==> src/rtl/dut_seven_segment_1.sv <==
// Single-digit 0..MAX_DIGIT counter with a prescaler and a registered
// common-cathode 7-segment decoder. Optional macro SEG_DP_BLINK_EN drives dp from digit[0].
module dut_seven_segment_1 #(
    parameter int TICK_DIV  = 1,
    parameter int MAX_DIGIT = 9
) (
    input  logic       clk,
    input  logic       rst,
    output logic [7:0] seg
);

    if (TICK_DIV < 1 || TICK_DIV > 65535 || MAX_DIGIT < 1 || MAX_DIGIT > 9) begin : g_param_check
        $error("dut_seven_segment_1: TICK_DIV or MAX_DIGIT out of range");
    end

    localparam logic [15:0] LP_DIV_LAST = 16'(TICK_DIV - 1);
    localparam logic [3:0]  LP_MAX_DIG  = 4'(MAX_DIGIT);

    logic [15:0] r_div_cnt;
    logic [3:0]  r_digit;
    logic [7:0]  r_seg;

    logic        w_step;
    logic [15:0] w_div_nxt;
    logic [3:0]  w_digit_nxt;
    logic        w_dp;
    logic [7:0]  w_seg_nxt;

    function automatic logic [6:0] seg_decode(input logic [3:0] d);
        logic [6:0] code;
        case (d)
            4'd0:    code = 7'h3F;
            4'd1:    code = 7'h06;
            4'd2:    code = 7'h5B;
            4'd3:    code = 7'h4F;
            4'd4:    code = 7'h66;
            4'd5:    code = 7'h6D;
            4'd6:    code = 7'h7D;
            4'd7:    code = 7'h07;
            4'd8:    code = 7'h7F;
            4'd9:    code = 7'h6F;
            default: code = 7'h40;
        endcase
        return code;
    endfunction

    // Next prescaler/digit state; seg is decoded from the next digit so it lands on the same edge.
    always_comb begin
        w_step      = 1'b0;
        w_div_nxt   = r_div_cnt;
        w_digit_nxt = r_digit;
        w_dp        = 1'b0;
        if (r_div_cnt == LP_DIV_LAST) begin
            w_step    = 1'b1;
            w_div_nxt = 16'd0;
        end else begin
            w_step    = 1'b0;
            w_div_nxt = r_div_cnt + 16'd1;
        end
        if (w_step) begin
            if (r_digit == LP_MAX_DIG) begin
                w_digit_nxt = 4'd0;
            end else begin
                w_digit_nxt = r_digit + 4'd1;
            end
        end else begin
            w_digit_nxt = r_digit;
        end
`ifdef SEG_DP_BLINK_EN
        w_dp = w_digit_nxt[0];
`else
        w_dp = 1'b0;
`endif
        w_seg_nxt = {w_dp, seg_decode(w_digit_nxt)};
    end

    // State and output registers; reset wins over a coincident step.
    always_ff @(posedge clk) begin
        if (rst) begin
            r_div_cnt <= 16'd0;
            r_digit   <= 4'd0;
            r_seg     <= 8'h3F;
        end else begin
            r_div_cnt <= w_div_nxt;
            r_digit   <= w_digit_nxt;
            r_seg     <= w_seg_nxt;
        end
    end

    assign seg = r_seg;

endmodule

==> config.mk <==
export PLATFORM = sky130hd
export DESIGN_NAME = dut_seven_segment_1
export DESIGN_NICKNAME = d
export VERILOG_FILES = /design/src/rtl/dut_seven_segment_1.sv
export SDC_FILE = /design/constraint.sdc
export NUM_CORES = 1
export LEC_CHECK = 0
export ABC_CLOCK_PERIOD_IN_PS = 4400
export CAP_MARGIN = 20
export CORE_MARGIN = 4
export CORE_UTILIZATION = 55
export CTS_BUF_LIST = sky130_fd_sc_hd__clkbuf_8
export CTS_CLUSTER_DIAMETER = 60
export DETAILED_ROUTE_END_ITERATION = 6
export PLACE_DENSITY = 0.77
export SLEW_MARGIN = 15
export SYNTH_ARGS = -nofsm -noshare
export SYNTH_HDL_FRONTEND = slang
export SYNTH_SLANG_ARGS = --single-unit
==> constraint.sdc <==
create_clock -name clk -period 4.4 [get_ports clk]
set_input_delay 0.88 -clock clk [delete_from_list [all_inputs] [get_ports clk]]
set_output_delay 0.88 -clock clk [all_outputs]
set_load 0.1 [all_outputs]
## Word-level counts from Yosys, hierarchy flattened

Memory sizes are Yosys's and may differ from the RTL's. A register that Yosys moved wholly into a read port is not among the register bits.
Index checks and enable logic that the tools add are counted.

| storage, ports and cells | value |
|---|---|
| flip-flop bits (word level) | 21 |
| bits in read-only memories | 112 |
| input bits | 2 |
| output and inout port bits | 8 |
| logic and storage cells | 12 |
| memories | 1 |

Memories:

| name | words | bits a word | rd ports | clocked after memory_dff | wr ports | RTL line | text |
|---|---|---|---|---|---|---|---|
| (name not given) | 16 | 7 | 1 | 1 | 0 | 31 | `case (d)` |

| cells by class | value |
|---|---|
| add/sub/neg operators | 2 |
| eq/ne operators | 1 |
| multiplexer cells | 3 |
| reductions and logical operators | 2 |

Operator list:

| operator | number |
|---|---|
| adder 16 x 1 -> 16 bit (second input constant) | 1 |
| logical NOT 16 bit | 1 |
| two-way mux 4 bit | 2 |
| adder 4 x 1 -> 4 bit (second input constant) | 1 |
| == test 4 bit (second input constant) | 1 |
| OR reduction 2 bit | 1 |
| two-way mux 1 bit | 1 |

## Depth between registers and ports, before layout

Gate-level depths: netlist of run 1.

| depth | value |
|---|---|
| depth after elaboration | 3 |
| mapped depth | 13 |
| depth with buffers taken out | 13 |

## Worst setup path before layout of run 1

OpenSTA, ideal clock, no wires.

| timing | value |
|---|---|
| kind | register to register |
| start point | register r_div_cnt[0] |
| end point | register r_seg[3] (netlist: seg[3]) |
| setup time | 0.122 ns |
| data arrival time | 2.253 ns |
| data required time | 4.278 ns |
| slack | 2.025 ns |
| cell stages (with the launch flop) | 10 |
| clock period less this slack | 2.375 ns |
| cells stage by stage | dfxtp_1 > inv_1 > ha_1 > nor4b_2 > nand4_1 > a21oi_1 > ha_1 > o21ai_2 > a221o_1 > a311o_1 |

| between the ends | value |
|---|---|
| word-level cells in the longest chain between the ends | 3 |

RTL lines:

| what | RTL line | text |
|---|---|---|
| start, declared | 19 | `logic [15:0] r_div_cnt;` |
| start signal, assigned | 84 | `r_div_cnt <= w_div_nxt;` |
| logical NOT 16 bit | 53 | `if (r_div_cnt == LP_DIV_LAST) begin` |
| two-way mux 1 bit | 53 |  |
| two-way mux 4 bit | 60 | `if (w_step) begin` |
| end, declared | 21 | `logic [7:0] r_seg;` |

No other way between the ends.
A chain may end at the register's enable or synchronous reset.

## Worst setup path in the final report of run 1

| timing | value |
|---|---|
| start point | register r_div_cnt[0] |
| end point | register r_seg[4] (netlist: seg[4]) |

The elaborated chain is that of the path after synthesis.

==> results of run 1 <==
## per-layer routing
metal | track usage [%] | share of wire, %
met3 | 4.58 | 5.1
met1 | 19.2 | 43
met4 | 4.43 | 0.91
met2 | 33.2 | 51
met5 | 0 | 0
## sequential cells by signal, indices dropped and copies added (netlist names)
register and count:
r_div_cnt 16, seg 7, r_digit 4
## power by group through the flow
stage                     Clock [mW]  Combinational (mW)  Sequential, mW
after floorplan                    0              0.0473           0.303
after global placement             0               0.102           0.264
after detailed placement           0               0.104           0.264
after CTS                      0.143               0.104           0.258
after global routing           0.155               0.110           0.260
final                          0.137               0.104           0.258
## layout make-up
class | count | share of cell area [%]
multi-input combinational | 125 | 53.2
sequential | 27 | 34.5
timing repair buffer | 8 | 5.12
clock buffer | 3 | 2.64
tap | 30 | 2.40
inverter | 8 | 1.92
clock inverter | 1 | 0.240
## kinds of logic after synthesis
kind of cell	after synthesis	synth area share (%)
flip-flops	27	37.0
adder cells (fa/ha/maj)	8	6.85
buffers and inverters	18	6.08
AND/OR/NAND/NOR	69	25.7
other	1	0.257
AO/OA/AOI/OAI	32	15.0
XOR/XNOR	14	8.39
multiplexers	1	0.770
## stage by stage
step | util [%] | total power, mW | hold slack, ps
after floorplan | - | 0.350 | 425
after global placement | 60.8 | 0.366 | 439
after detailed placement | 60.8 | 0.368 | 467
after CTS | 62.6 | 0.505 | 487
after global routing | 62.6 | 0.526 | 511
final | 62.6 | 0.500 | 480
## worst max-delay path by stage
stage	startpoint	end	depth (start not counted)	slack [ps]
2_1_floorplan	r_div_cnt[0]	seg[3]	9	2020
3_3_place_gp	r_div_cnt[0]	seg[4]	12	1870
3_5_place_dp	r_div_cnt[0]	seg[4]	12	1670
4_1_cts	r_div_cnt[0]	seg[4]	12	1670
5_1_grt	r_div_cnt[0]	seg[4]	12	1370
6_report	r_div_cnt[0]	seg[4]	12	1660
## cells in the final DEF (no fill, tap or decap), types with 2 or more instances in the layout
master           instances
xor2_1                  11
ha_1                     8
clkdlybuf4s50_1          8
inv_1                    9
nand4_1                  6
nand2b_1                 2
nor2b_1                  3
o21ai_0                  8
and2_1                   3
nor4_2                   2
nor3_1                   3
nand2_1                 11
xnor2_1                  3
clkbuf_8                 3
and4_1                   3
dfxtp_1                 27
or3_1                    3
a21oi_1                  7
nor2_1                  24
nor4b_2                  2
nand3_1                  4
o22ai_1                  2
==> metrics.cfg, run 1 <==
[critical_path]
path_max_fanout=8
path_class=reg2reg
worstPathRequired_ps=4570
critPathSlowestCell=a21oi_1
startpoint_type=register
crit_arrival_ps=2910
crit_path_end_kind=register
r2r_end=seg[4]
reg2regPathDepth=12
reg2reg_slack_ps=1660
crit_chain=inv_1, ha_1, nor4b_2, nand4_1, a21oi_1, inv_1, ha_1, nand2b_1, a21boi_0, mux2_2, o22ai_1, nand3b_1
cp_top_family=simple AND/OR/NAND/NOR gates
slowest_delay_ps=430
path_buf_inv=2
worstReg2RegStart=r_div_cnt[0]

[grt]
grt_pass1_wl_um=4860
antenna_found_initial=0
grt.overflow.total=0
grt_max_degree=17
grt_pass1_vias=1177
grt_usage_pct=17.6

[floorplanning]
core_area_um2=2500
start_util_pct=58.5
dieArea_um2=3550
die_w_um=59.5
fp.dieH_um=59.5
io_pins=10
rows=18

[cells_and_area]
fill_cells=224
finalInstanceArea_um2=1570
seqCellArea_um2=541
multi_input_area_um2=832
final_cell_count_no_fill=202
insertedDiodeCount=0
syn_to_final_growth_pct=7.11
drive_gt1_share_pct=7.56
nets=183

[timing]
period_needed_ps=2740
max_freq_mhz=365
clock_skew_ps=8.80
period_share_pct=62.3
rsz0062_at_grt=false
setup_tns_ps=0
relSlewSlack_pct=35.4
report.final.slew_viol_count=0
setup_slack_ps=1660
setup_viol=0
worstMarginPinSlew_ps=966
hold_viol=0

[synthesis]
async_reset_ff_share_pct=0
yosysTopAreaCell=dfxtp_1
synth-edff-count=0
yosysUniqueCellTypes=45
ys_seq_elements=27
ys_warn_count=0
ys.flop_type=dfxtp_1
synth_top_area_share_pct=37.0
ys_top_cells_by_area=dfxtp_1 37%, ha_1 6.8%, xor2_1 6.6%, nor2_1 6.2%, nand2_1 2.8%
netlist_area_um2=1460
synth_most_common_cell=dfxtp_1
yosysSeqAreaShare_pct=37.0
netlist_instances=170
synthTopCellsByCount=27 x dfxtp_1, 24 x nor2_1, 11 x nand2_1, 11 x xor2_1
postSynthAreaPerCell_um2=8.60
synth_nets=180

[power]
switching_share_pct=31.0
power_switching_mw=0.155
p_int_mw=0.345
power.leakage_nw=0.564
clkPwrFrac_pct=27.4
ir_drop_mv=0.268
power_density_nw_per_um2=319
combPwrFrac_pct=20.8
seqPwrFrac_pct=51.7

[clock_network]
root_buffer=clkbuf_8
clkTransAtPathRegs_ps=90
clock_sinks=27
post_cts_buffers=0
cts_buffer_depth=2
h-tree-depth=1
cts-hold-fix-buffers=0
post_cts_resized=0
cts_made_buffers=3
clk_latency_ps=270
cts_tree=done

[flow_run]
maxCapViolCount=0

[worst_hold_path]
hold_path_end=r_div_cnt[0]
holdPathStages=1
hp-start=r_div_cnt[0]
hold_class=reg2reg

[routing]
drt_pre_antenna_iters=4
drtIter0Drc=27
via_count=1184
postRouteAntennaNets=0
wire_per_inst_um=13.6
routed_wl_um=2760
via_per_inst=5.86
drc=0

[place]
place_area_um2=1520
place_inst=198
gp_congestion=0.842
post-place-ws_ps=1670
dp_hpwl_um=2030
port_buffers=8

[outcome]
outcome=complete, no violations

Note: power is estimated with default switching activity, not from simulation.
==> run 2, diff against run 1 <==
ABC_CLOCK_PERIOD_IN_PS = 2500   (was 4400)
CORE_UTILIZATION = 54   (was 55)
PLACE_DENSITY = 0.79   (was 0.77)
clock period = 2.5 ns   (was 4.4 ns; I/O delays follow)
==> metrics.cfg, run 2 (synthesized netlist as in run 1, its figures left out) <==
[cells_and_area]
syn_to_final_growth_pct=14.0
drive_gt1_share_pct=20.1  ; +13 points
fill_cells=222  ; -0.89%
multi_input_area_um2=858  ; +3.2%
nets=195  ; +6.6%
finalInstanceArea_um2=1670  ; +6.4%
layout_commonest_cell=dfxtp_1
insertedDiodeCount=0  ; unchanged
largest_register_ffs=16  ; unchanged
layout_common_cells=26 x dfxtp_1, 24 x nor2_1, 19 x buf_4, 11 x nand2_1, 10 x xor2_1
top_register=r_div_cnt
seqCellArea_um2=542  ; +0.23%

[power]
power_density_nw_per_um2=533  ; +67%
ir_drop_mv=0.385  ; +44%
power.leakage_nw=0.643  ; +14%

[routing]
drt_pre_antenna_iters=4  ; unchanged
drtIter0Drc=50  ; +85%
routed_wl_um=2770  ; +0.54%
via_count=1206  ; +1.9%
wire_per_inst_um=12.9  ; -5.1%
postRouteAntennaNets=0  ; unchanged
via_per_inst=5.64  ; -3.9%
top_layer=met4
wl_met3_um=63  ; -55%
wl_met2_um=1460  ; +3.3%
drc=0  ; unchanged
detail_route.wirelength.met1_um=1210  ; +2.4%

[grt]
grt_usage_pct=17.1  ; -0.53 points
grt_max_degree=17  ; unchanged
grt_pass1_wl_um=4710  ; -3.0%
grt.overflow.total=0  ; unchanged
grt_pass1_vias=1151  ; -2.2%
antenna_found_initial=0  ; unchanged

[critical_path]
path_class=reg2reg
path_max_fanout=4  ; -4
crit_chain=inv_1, ha_1, nor4b_4, nand4_1, xor2_2, inv_1, ha_1, o21ai_2, a221o_1, a311o_1
critPathSlowestCell=dfxtp_2
startpoint_type=register
slowest_delay_ps=340  ; -90 ps
crit_path_end_kind=register
crit_arrival_ps=2500  ; -410 ps
worstPathRequired_ps=2670  ; -1900 ps
reg2reg_slack_ps=160  ; -1490 ps

[worst_hold_path]
hold_class=reg2reg

[floorplanning]
die_w_um=60.0  ; +0.80%
start_util_pct=57.9  ; -0.52 points
io_pins=10  ; unchanged
dieArea_um2=3600  ; +1.6%
core_area_um2=2520  ; +0.90%
rows=18  ; unchanged
fp.dieH_um=60.0  ; +0.80%

[timing]
setup_viol=0  ; unchanged
report.final.slew_viol_count=0  ; unchanged
max_freq_mhz=428  ; +17%
hold_viol=0  ; unchanged
relSlewSlack_pct=59.8  ; +24 points
setup_tns_ps=0  ; unchanged
period_needed_ps=2340  ; -406 ps
worstMarginPinSlew_ps=603  ; -364 ps
clock_skew_ps=6.22  ; -2.58 ps
rsz0062_at_grt=false
period_share_pct=93.4  ; +31 points

[clock_network]
h-tree-depth=1  ; unchanged
clock_sinks=27  ; unchanged
cts_made_buffers=3  ; unchanged
clk_latency_ps=270  ; about the same
cts_buffer_depth=2  ; unchanged
root_buffer=clkbuf_8
cts_tree=done
clkTransAtPathRegs_ps=90  ; about the same

[place]
gp_congestion=0.862  ; +2.4%
port_buffers=8  ; unchanged
dp_hpwl_um=2070  ; +2.0%
place_area_um2=1580  ; +3.8%

[flow_run]
maxCapViolCount=0  ; unchanged

[outcome]
outcome=complete, no violations

-- run 2: changes by cell type in the layout (fill, tap and decap cells not counted), sizes merged --
| cell | change |
|---|---|
| buf | +19 |
| clkdlybuf4s50 | -7 |
-- run 2: worst paths after layout --
kind | start | end | depth (start not counted)
min reg2reg | r_div_cnt[0] | r_div_cnt[0] | 1
max reg2reg | r_div_cnt[0] | seg[3] | 10
min | r_div_cnt[0] | r_div_cnt[0] | 1
max | r_div_cnt[0] | seg[3] | 10
-- run 2: metrics by stage --
| step | setup WS [ps] | total power [mW] | hold WS, ps | util [%] | std cells |
|---|---|---|---|---|---|
| after floorplan | 125 | 0.616 | 425 | - | 170 |
| after global placement | 178 | 0.650 | 441 | 62.5 | 208 |
| after detailed placement | 73.8 | 0.652 | 452 | 62.5 | 208 |
| after CTS | 45.4 | 0.890 | 473 | 64.3 | 212 |
| after global routing | 9.92 | 0.930 | 458 | 66.0 | 214 |
| final | 164 | 0.887 | 432 | 66.0 | 214 |
-- run 2: metal layers --
| layer | up-vias | global-route usage [%] |
|---|---|---|
| li1 | 620 | - |
| met1 | 571 | 18.4 |
| met2 | 10 | 31.5 |
| met3 | 5 | 2.81 |
| met4 | 0 | 8.54 |
| met5 | - | 0 |
-- run 2: what timing repair did --
item / in CTS / in global routing
hold buffers: 0 / 0
resized for setup: 0 / 6
setup buffers: 0 / 2
setup endpoints to repair: 0 / 5
endpoints found under the hold margin: 0 / 0
-- run 2: final cells by class --
cell class                 instances  share of cell area, %
inverter                           8                   1.80
sequential                        27                   32.5
clock inverter                     1                  0.225
tap                               30                   2.25
clock buffer                       3                   2.48
multi-input combinational        125                   51.5
timing repair buffer              20                   9.17
-- run 2: critical path, delay by kind of cell, from the launching register on --
kind	cells	cell delay, ps
buf+inv	2	140
compound gates	3	710
simple gates	2	430
xor+xnor	1	250
flops	1	340
fa+ha+maj	2	340
-- run 2: power breakdown --
group | switching, mW | leakage [nW] | internal [mW] | total (mW)
Combinational | 0.135 | 0.396 | 0.0598 | 0.195
Clock | 0.129 | 0.0269 | 0.110 | 0.239
Sequential | 0.00987 | 0.220 | 0.443 | 0.453
Total | 0.274 | 0.643 | 0.613 | 0.887
